[src/rtl/mips_pkg.sv]
// Shared widths, constants and the ID/EX control payload for the MIPS decode stage.
package mips_pkg;

  localparam int unsigned DATA_W = 32;
  localparam int unsigned ADDR_W = 5;

  localparam logic [ADDR_W-1:0] ZERO_ADDR = '0;

  typedef struct packed {
    logic              reg_write;
    logic              mem_read;
    logic [ADDR_W-1:0] wr_addr;
  } id_ex_ctrl_t;

endpackage

[src/rtl/reg_file_bypass.sv]
// Register file: two combinational read ports, one write port, optional
// hard-wired zero register and optional same-cycle write-back forwarding.
module reg_file_bypass #(
  parameter int unsigned DATA_W   = mips_pkg::DATA_W,
  parameter int unsigned ADDR_W   = mips_pkg::ADDR_W,
  parameter int unsigned ZERO_REG = 1,
  parameter int unsigned BYPASS   = 1
) (
  input  logic              i_clk,
  input  logic              i_rst,
  input  logic              i_we,
  input  logic [ADDR_W-1:0] i_waddr,
  input  logic [DATA_W-1:0] i_wdata,
  input  logic [ADDR_W-1:0] i_raddr1,
  input  logic [ADDR_W-1:0] i_raddr2,
  output logic [DATA_W-1:0] o_rdata1,
  output logic [DATA_W-1:0] o_rdata2
);

  localparam int unsigned NREGS = 2 ** ADDR_W;

  logic [DATA_W-1:0] r_regs [NREGS];
  logic              w_we;

  // Writes to the zero register are dropped when it is hard-wired.
  assign w_we = i_we & ~((ZERO_REG != 0) && (i_waddr == '0));

  always_ff @(posedge i_clk) begin
    if (i_rst) begin
      for (int i = 0; i < NREGS; i++) begin
        r_regs[i] <= '0;
      end
    end else if (w_we) begin
      r_regs[i_waddr] <= i_wdata;
    end
  end

  function automatic logic [DATA_W-1:0] rd_port(input logic [ADDR_W-1:0] a);
    logic [DATA_W-1:0] v;
    v = r_regs[a];
    if ((BYPASS != 0) && w_we && (i_waddr == a)) begin
      v = i_wdata;
    end
    if ((ZERO_REG != 0) && (a == '0)) begin
      v = '0;
    end
    return v;
  endfunction

  always_comb begin
    o_rdata1 = rd_port(i_raddr1);
    o_rdata2 = rd_port(i_raddr2);
  end

endmodule

[src/rtl/decode_stage_pipe.sv]
// Pipelined MIPS decode stage: register file read, destination select,
// load-use bubble insertion and a flow-controlled ID/EX register.
module decode_stage_pipe #(
  parameter int unsigned DATA_W   = mips_pkg::DATA_W,
  parameter int unsigned ADDR_W   = mips_pkg::ADDR_W,
  parameter int unsigned ZERO_REG = 1,
  parameter int unsigned BYPASS   = 1
) (
  input  logic              i_clk,
  input  logic              i_rst,
  input  logic              i_valid,
  output logic              o_ready,
  input  logic [ADDR_W-1:0] i_rs,
  input  logic [ADDR_W-1:0] i_rt,
  input  logic [ADDR_W-1:0] i_rd,
  input  logic              i_c_regDst,
  input  logic              i_c_regWrite,
  input  logic              i_c_memRead,
  input  logic              i_wb_we,
  input  logic [ADDR_W-1:0] i_wb_addr,
  input  logic [DATA_W-1:0] i_wb_data,
  input  logic              i_ex_ready,
  input  logic              i_flush,
  output logic              o_valid,
  output logic [DATA_W-1:0] o_op1,
  output logic [DATA_W-1:0] o_op2,
  output logic [ADDR_W-1:0] o_wrAddr,
  output logic              o_c_regWrite,
  output logic              o_c_memRead,
  output logic              o_hazard
);

  import mips_pkg::*;

  localparam int unsigned PKG_AW = mips_pkg::ADDR_W;

  id_ex_ctrl_t       r_ctrl;
  logic              r_valid;
  logic [DATA_W-1:0] r_op1;
  logic [DATA_W-1:0] r_op2;

  logic [DATA_W-1:0] w_rs_data;
  logic [DATA_W-1:0] w_rt_data;
  logic [ADDR_W-1:0] w_wr_addr;
  logic [ADDR_W-1:0] w_ld_addr;
  logic              w_ld_nonzero;
  logic              w_hazard;
  logic              w_stall;

  reg_file_bypass #(
    .DATA_W   (DATA_W),
    .ADDR_W   (ADDR_W),
    .ZERO_REG (ZERO_REG),
    .BYPASS   (BYPASS)
  ) u_rf (
    .i_clk    (i_clk),
    .i_rst    (i_rst),
    .i_we     (i_wb_we),
    .i_waddr  (i_wb_addr),
    .i_wdata  (i_wb_data),
    .i_raddr1 (i_rs),
    .i_raddr2 (i_rt),
    .o_rdata1 (w_rs_data),
    .o_rdata2 (w_rt_data)
  );

  assign w_wr_addr = i_c_regDst ? i_rd : i_rt;
  assign w_ld_addr = ADDR_W'(r_ctrl.wr_addr);

  // A load targeting the hard-wired zero register never creates a dependency.
  assign w_ld_nonzero = (r_ctrl.wr_addr != ZERO_ADDR) | (ZERO_REG == 0);
  assign w_hazard     = i_valid & r_valid & r_ctrl.mem_read & w_ld_nonzero &
                        ((w_ld_addr == i_rs) | (w_ld_addr == i_rt));
  assign w_stall      = r_valid & ~i_ex_ready;

  assign o_hazard = w_hazard;
  assign o_ready  = (i_ex_ready | ~r_valid) & ~w_hazard;

  // ID/EX register: reset > flush > stall hold > bubble > load.
  always_ff @(posedge i_clk) begin
    if (i_rst) begin
      r_valid <= 1'b0;
      r_op1   <= '0;
      r_op2   <= '0;
      r_ctrl  <= '0;
    end else if (i_flush) begin
      r_valid          <= 1'b0;
      r_ctrl.reg_write <= 1'b0;
      r_ctrl.mem_read  <= 1'b0;
    end else if (!w_stall) begin
      if (w_hazard) begin
        r_valid          <= 1'b0;
        r_ctrl.reg_write <= 1'b0;
        r_ctrl.mem_read  <= 1'b0;
      end else begin
        r_valid          <= i_valid;
        r_op1            <= w_rs_data;
        r_op2            <= w_rt_data;
        r_ctrl.reg_write <= i_valid & i_c_regWrite;
        r_ctrl.mem_read  <= i_valid & i_c_memRead;
        r_ctrl.wr_addr   <= PKG_AW'(w_wr_addr);
      end
    end
  end

  assign o_valid      = r_valid;
  assign o_op1        = r_op1;
  assign o_op2        = r_op2;
  assign o_wrAddr     = w_ld_addr;
  assign o_c_regWrite = r_ctrl.reg_write;
  assign o_c_memRead  = r_ctrl.mem_read;

endmodule

[config.mk]
export PLATFORM = sky130hd
export DESIGN_NAME = decode_stage_pipe
export DESIGN_NICKNAME = d
export VERILOG_FILES = /design/src/rtl/mips_pkg.sv /design/src/rtl/reg_file_bypass.sv /design/src/rtl/decode_stage_pipe.sv
export SDC_FILE = /design/constraint.sdc
export NUM_CORES = 2
export LEC_CHECK = 0
export ABC_CLOCK_PERIOD_IN_PS = 2730
export CAP_MARGIN = 20
export CORE_MARGIN = 2
export CORE_UTILIZATION = 45
export DETAILED_ROUTE_END_ITERATION = 7
export PLACE_DENSITY = 0.71
export SYNTH_ARGS = -nofsm -noshare
export SYNTH_HDL_FRONTEND = slang
export SYNTH_SLANG_ARGS = --single-unit
[constraint.sdc]
create_clock -name i_clk -period 2.73 [get_ports i_clk]
set_input_delay 0.546 -clock i_clk [delete_from_list [all_inputs] [get_ports i_clk]]
set_output_delay 0.546 -clock i_clk [all_outputs]
set_load 0.005 [all_outputs]
==> results.yml <==
grt:
  grt.met3_usage_pct: 9.87
  met2_usage_pct: 46.8
  antenna_found_initial: 15
  grt_max_degree: 49
  grt_use_met1_pct: 40.8
  track_usage_pct: 30.8
  grt_overflow_total: 0
  busiest_layer: "met2"
  grt_first_pass_wirelength_mm: 285
  grt_pass1_vias: 38376
routing:
  routed_via_density: 6.64
  drc: 0
  firstDrtPassIters: 7
  wl_per_cell_microns: 34.9
  num_vias: 38495
  first_iter_violations: 6038
  ant_nets: 0
  wl_mm: 202
layout:
  stdcell_area_sq_um: 68700
  num-nets-final: 4102
  final_cells: 5796
  final_common_cell: "edfxtp_1"
  layout_common_cells: "edfxtp_1 (1,024), and2_1 (992), mux4_2 (510)"
  final_layout_size_suffix_gt1_share_pct: 30.4
  area_growth_pct: 20.0
worst_setup_path:
  end_kind: "primary output"
  start_kind: "register"
  reg2reg_depth: 8
  timing.rr.end: "o_op2[21]$_SDFFE_PP0P_"
  worstPathArrival_ns: 2.08
  cp_max_fo: 4
  critical_path_class: "reg -> out"
  r2r_start: "o_wrAddr[1]$_SDFFE_PP0P_"
  rrSetupSlack_ns: 0.19
  required_ns: 2.18
sta:
  setup_viol: 0
  fmax_ghz: 0.382
  worst_pin_slew_ns: 0.939
  drv_slew: 0
  relSlewSlack_pct: 37.2
  period_share_pct: 96.0
  finalHoldViolations: 0
  skew_ns: 0.0275
  post-route-min-period_ns: 2.62
pwr:
  switchingPower_mw: 10.3
  peakVddDrop_mv: 0.513
  total_power_mw: 42.2
  pwr-share-clk_pct: 39.6
  swShare_pct: 24.5
  p_per_area_nw_per_um2: 613
  p_seq_share_pct: 47.2
  combPwrFrac_pct: 13.1
  cellLeakagePower_nw: 24.2
  p_int_mw: 31.8
yosys:
  synthArstFlopShare_pct: 0
  netlist.area_leader.share_pct: 53.7
  synth-seq-area-share_pct: 56.2
  ys_warn_count: 0
  syn_avg_cell_area_sq_um: 15.5
  synth_area_leaders: "edfxtp_1 (54%), mux4_2 (20%), and2_1 (11%)"
  synth_area_leader_cell: "edfxtp_1"
  syn_inst: 3701
  ys_seq_elements: 1096
  ys_types: 53
  syn_area_sq_um: 57200
  synth_edf_count: 1024
  ys.flop_type: "edfxtp_1"
floorplan:
  die_area_sq_um: 130000
  core_area_sq_um: 126000
  initial_utilization_pct: 45.5
  row_count: 130
  die_y_microns: 361
  pin_count: 135
  die_w_microns: 361
clocking:
  htreeDepth: 3
  path_clk_slew_ns: 0.07
  cts_buffers: 116
  cts_hold_buf: 0
  cts_sinks: 1096
  clock_latency_ns: 0.73
  cts-root-buf: "clkbuf_16"
  clockBufferDepth: 3
  cts_tree: "yes"
worst_hold_path:
  hold_depth: 1
  hold_start: "i_rst"
  worstHoldEndpoint: "u_rf.r_regs[0][5]$_SDFFCE_PN0P_"
  hp-class: "in -> reg"
placed_design:
  port_buffers: 134
  dpl_cell_area_sq_um: 64600
  dp_hpwl_mm: 134
  placed_cells: 5570
  globalplace.congestion: 0.923
status:
  status: "completed"
flow_run:
  maxCapViolations: 0
[final cells by class]
cell class                 count  area [sq um]
timing repair buffer         599          6850
multi-input combinational   2226         23600
sequential                  1096         32200
clock buffer                 142          3150
clock inverter                76           840
tap                         1650          2060
inverter                       2          7.51
antenna                        5          12.5
fill                        9878         57200
[kinds of logic (layout without fill, tap and decap cells)]
family	count (synthesis)	after routing	share of synthesized area, %
simple gates	1209	1209	12.9
other cells	1	37	0.00655
buf+inv	410	819	3.39
mux	681	681	23.1
flops	1096	1096	56.2
compound gates	284	284	4.06
xor+xnor	20	20	0.306
[through the flow]
stage | TNS (ns) | util [%] | setup slack, ns | hold slack, ns
4_1_cts | 0 | 54.5 | 0.0267 | 0.194
3_3_place_gp | -177.52 | 51.3 | -0.574 | 0.480
2_1_floorplan | 0 | - | 0.158 | 0.478
6_report | 0 | 54.6 | 0.109 | 0.231
5_1_grt | -0.0251 | 54.6 | -0.0251 | 0.212
3_5_place_dp | -191.98 | 51.3 | -0.468 | 0.484
[synthesized netlist by cell type (2+ instances only)]
| library cell | number |
|---|---|
| a2111oi_0 | 4 |
| a2111oi_1 | 12 |
| a211oi_1 | 33 |
| a21oi_1 | 15 |
| a221o_1 | 32 |
| a22o_1 | 49 |
| a22oi_1 | 31 |
| and2_1 | 993 |
| buf_1 | 15 |
| buf_2 | 50 |
| buf_4 | 32 |
| buf_6 | 29 |
| clkbuf_1 | 282 |
| dfxtp_1 | 72 |
| edfxtp_1 | 1024 |
| mux2_2 | 5 |
| mux2i_1 | 166 |
| mux4_2 | 510 |
| nand2_1 | 35 |
| nand3_1 | 6 |
| nand3b_1 | 39 |
| nor2_1 | 47 |
| nor2b_1 | 5 |
| nor3_1 | 20 |
| nor4_1 | 18 |
| o21ai_0 | 3 |
| o221ai_1 | 63 |
| o22ai_1 | 32 |
| o2bb2a_1 | 2 |
| or2_2 | 31 |
| or3_1 | 2 |
| or3b_1 | 2 |
| or3b_2 | 2 |
| or4_1 | 3 |
| xnor2_1 | 6 |
| xor2_1 | 14 |
[power by group through the flow]
stage	registers [mW]	clock network, mW	logic, mW
2_1_floorplan	20.0	0	2.95
6_report	19.9	16.7	5.53
3_3_place_gp	20.1	0	5.34
4_1_cts	19.9	16.7	5.41
3_5_place_dp	20.2	0	5.38
5_1_grt	20.0	17.4	5.67
[worst max path at each step]
| stage | from | endpoint | slack (ns) | depth (start not counted) |
|---|---|---|---|---|
| after floorplan | i_wb_addr[2] | u_rf.r_regs[20][0]$_SDFFCE_PN0P_ | 0.16 | 7 |
| after global placement | i_wb_addr[2] | o_op2[28]$_SDFFE_PP0P_ | -0.57 | 9 |
| after detailed placement | i_rt[3] | o_op2[29]$_SDFFE_PP0P_ | -0.47 | 9 |
| after CTS | o_wrAddr[0]$_SDFFE_PP0P_ | o_ready | 0.03 | 5 |
| after global routing | o_wrAddr[3]$_SDFFE_PP0P_ | o_ready | -0.03 | 8 |
| final | o_wrAddr[3]$_SDFFE_PP0P_ | o_ready | 0.11 | 8 |
[layer usage]
metal  wire [microns]  share of wire, %
met2            91300                45
met3            30300                15
met5               62             0.031
met1            70700                35
met4             9950               4.9
[sequential cells by signal (all words and copies together), names as in the netlist]
name          cells
o_op2            32
o_wrAddr          5
u_rf.r_regs    1024
o_c_regWrite      1
o_op1            32
o_c_memRead       1
o_valid           1
[timing repair]
item | CTS | global route
endpoints found under the setup margin | 2 | 1
buffers inserted | 2 | 0
resized for setup | 16 | 5
pin swaps | 6 | 6
[critical path, stage by stage, from the launching register on]
cell,delay (ns)
dfxtp_1,0.31
buf_4,0.16
xor2_1,0.17
nor3_2,0.18
a22oi_2,0.12
buf_6,0.14
nor2_4,0.13
nor2_1,0.05
buf_2,0.12
No activity file was read; power rests on OpenSTA's default activity.
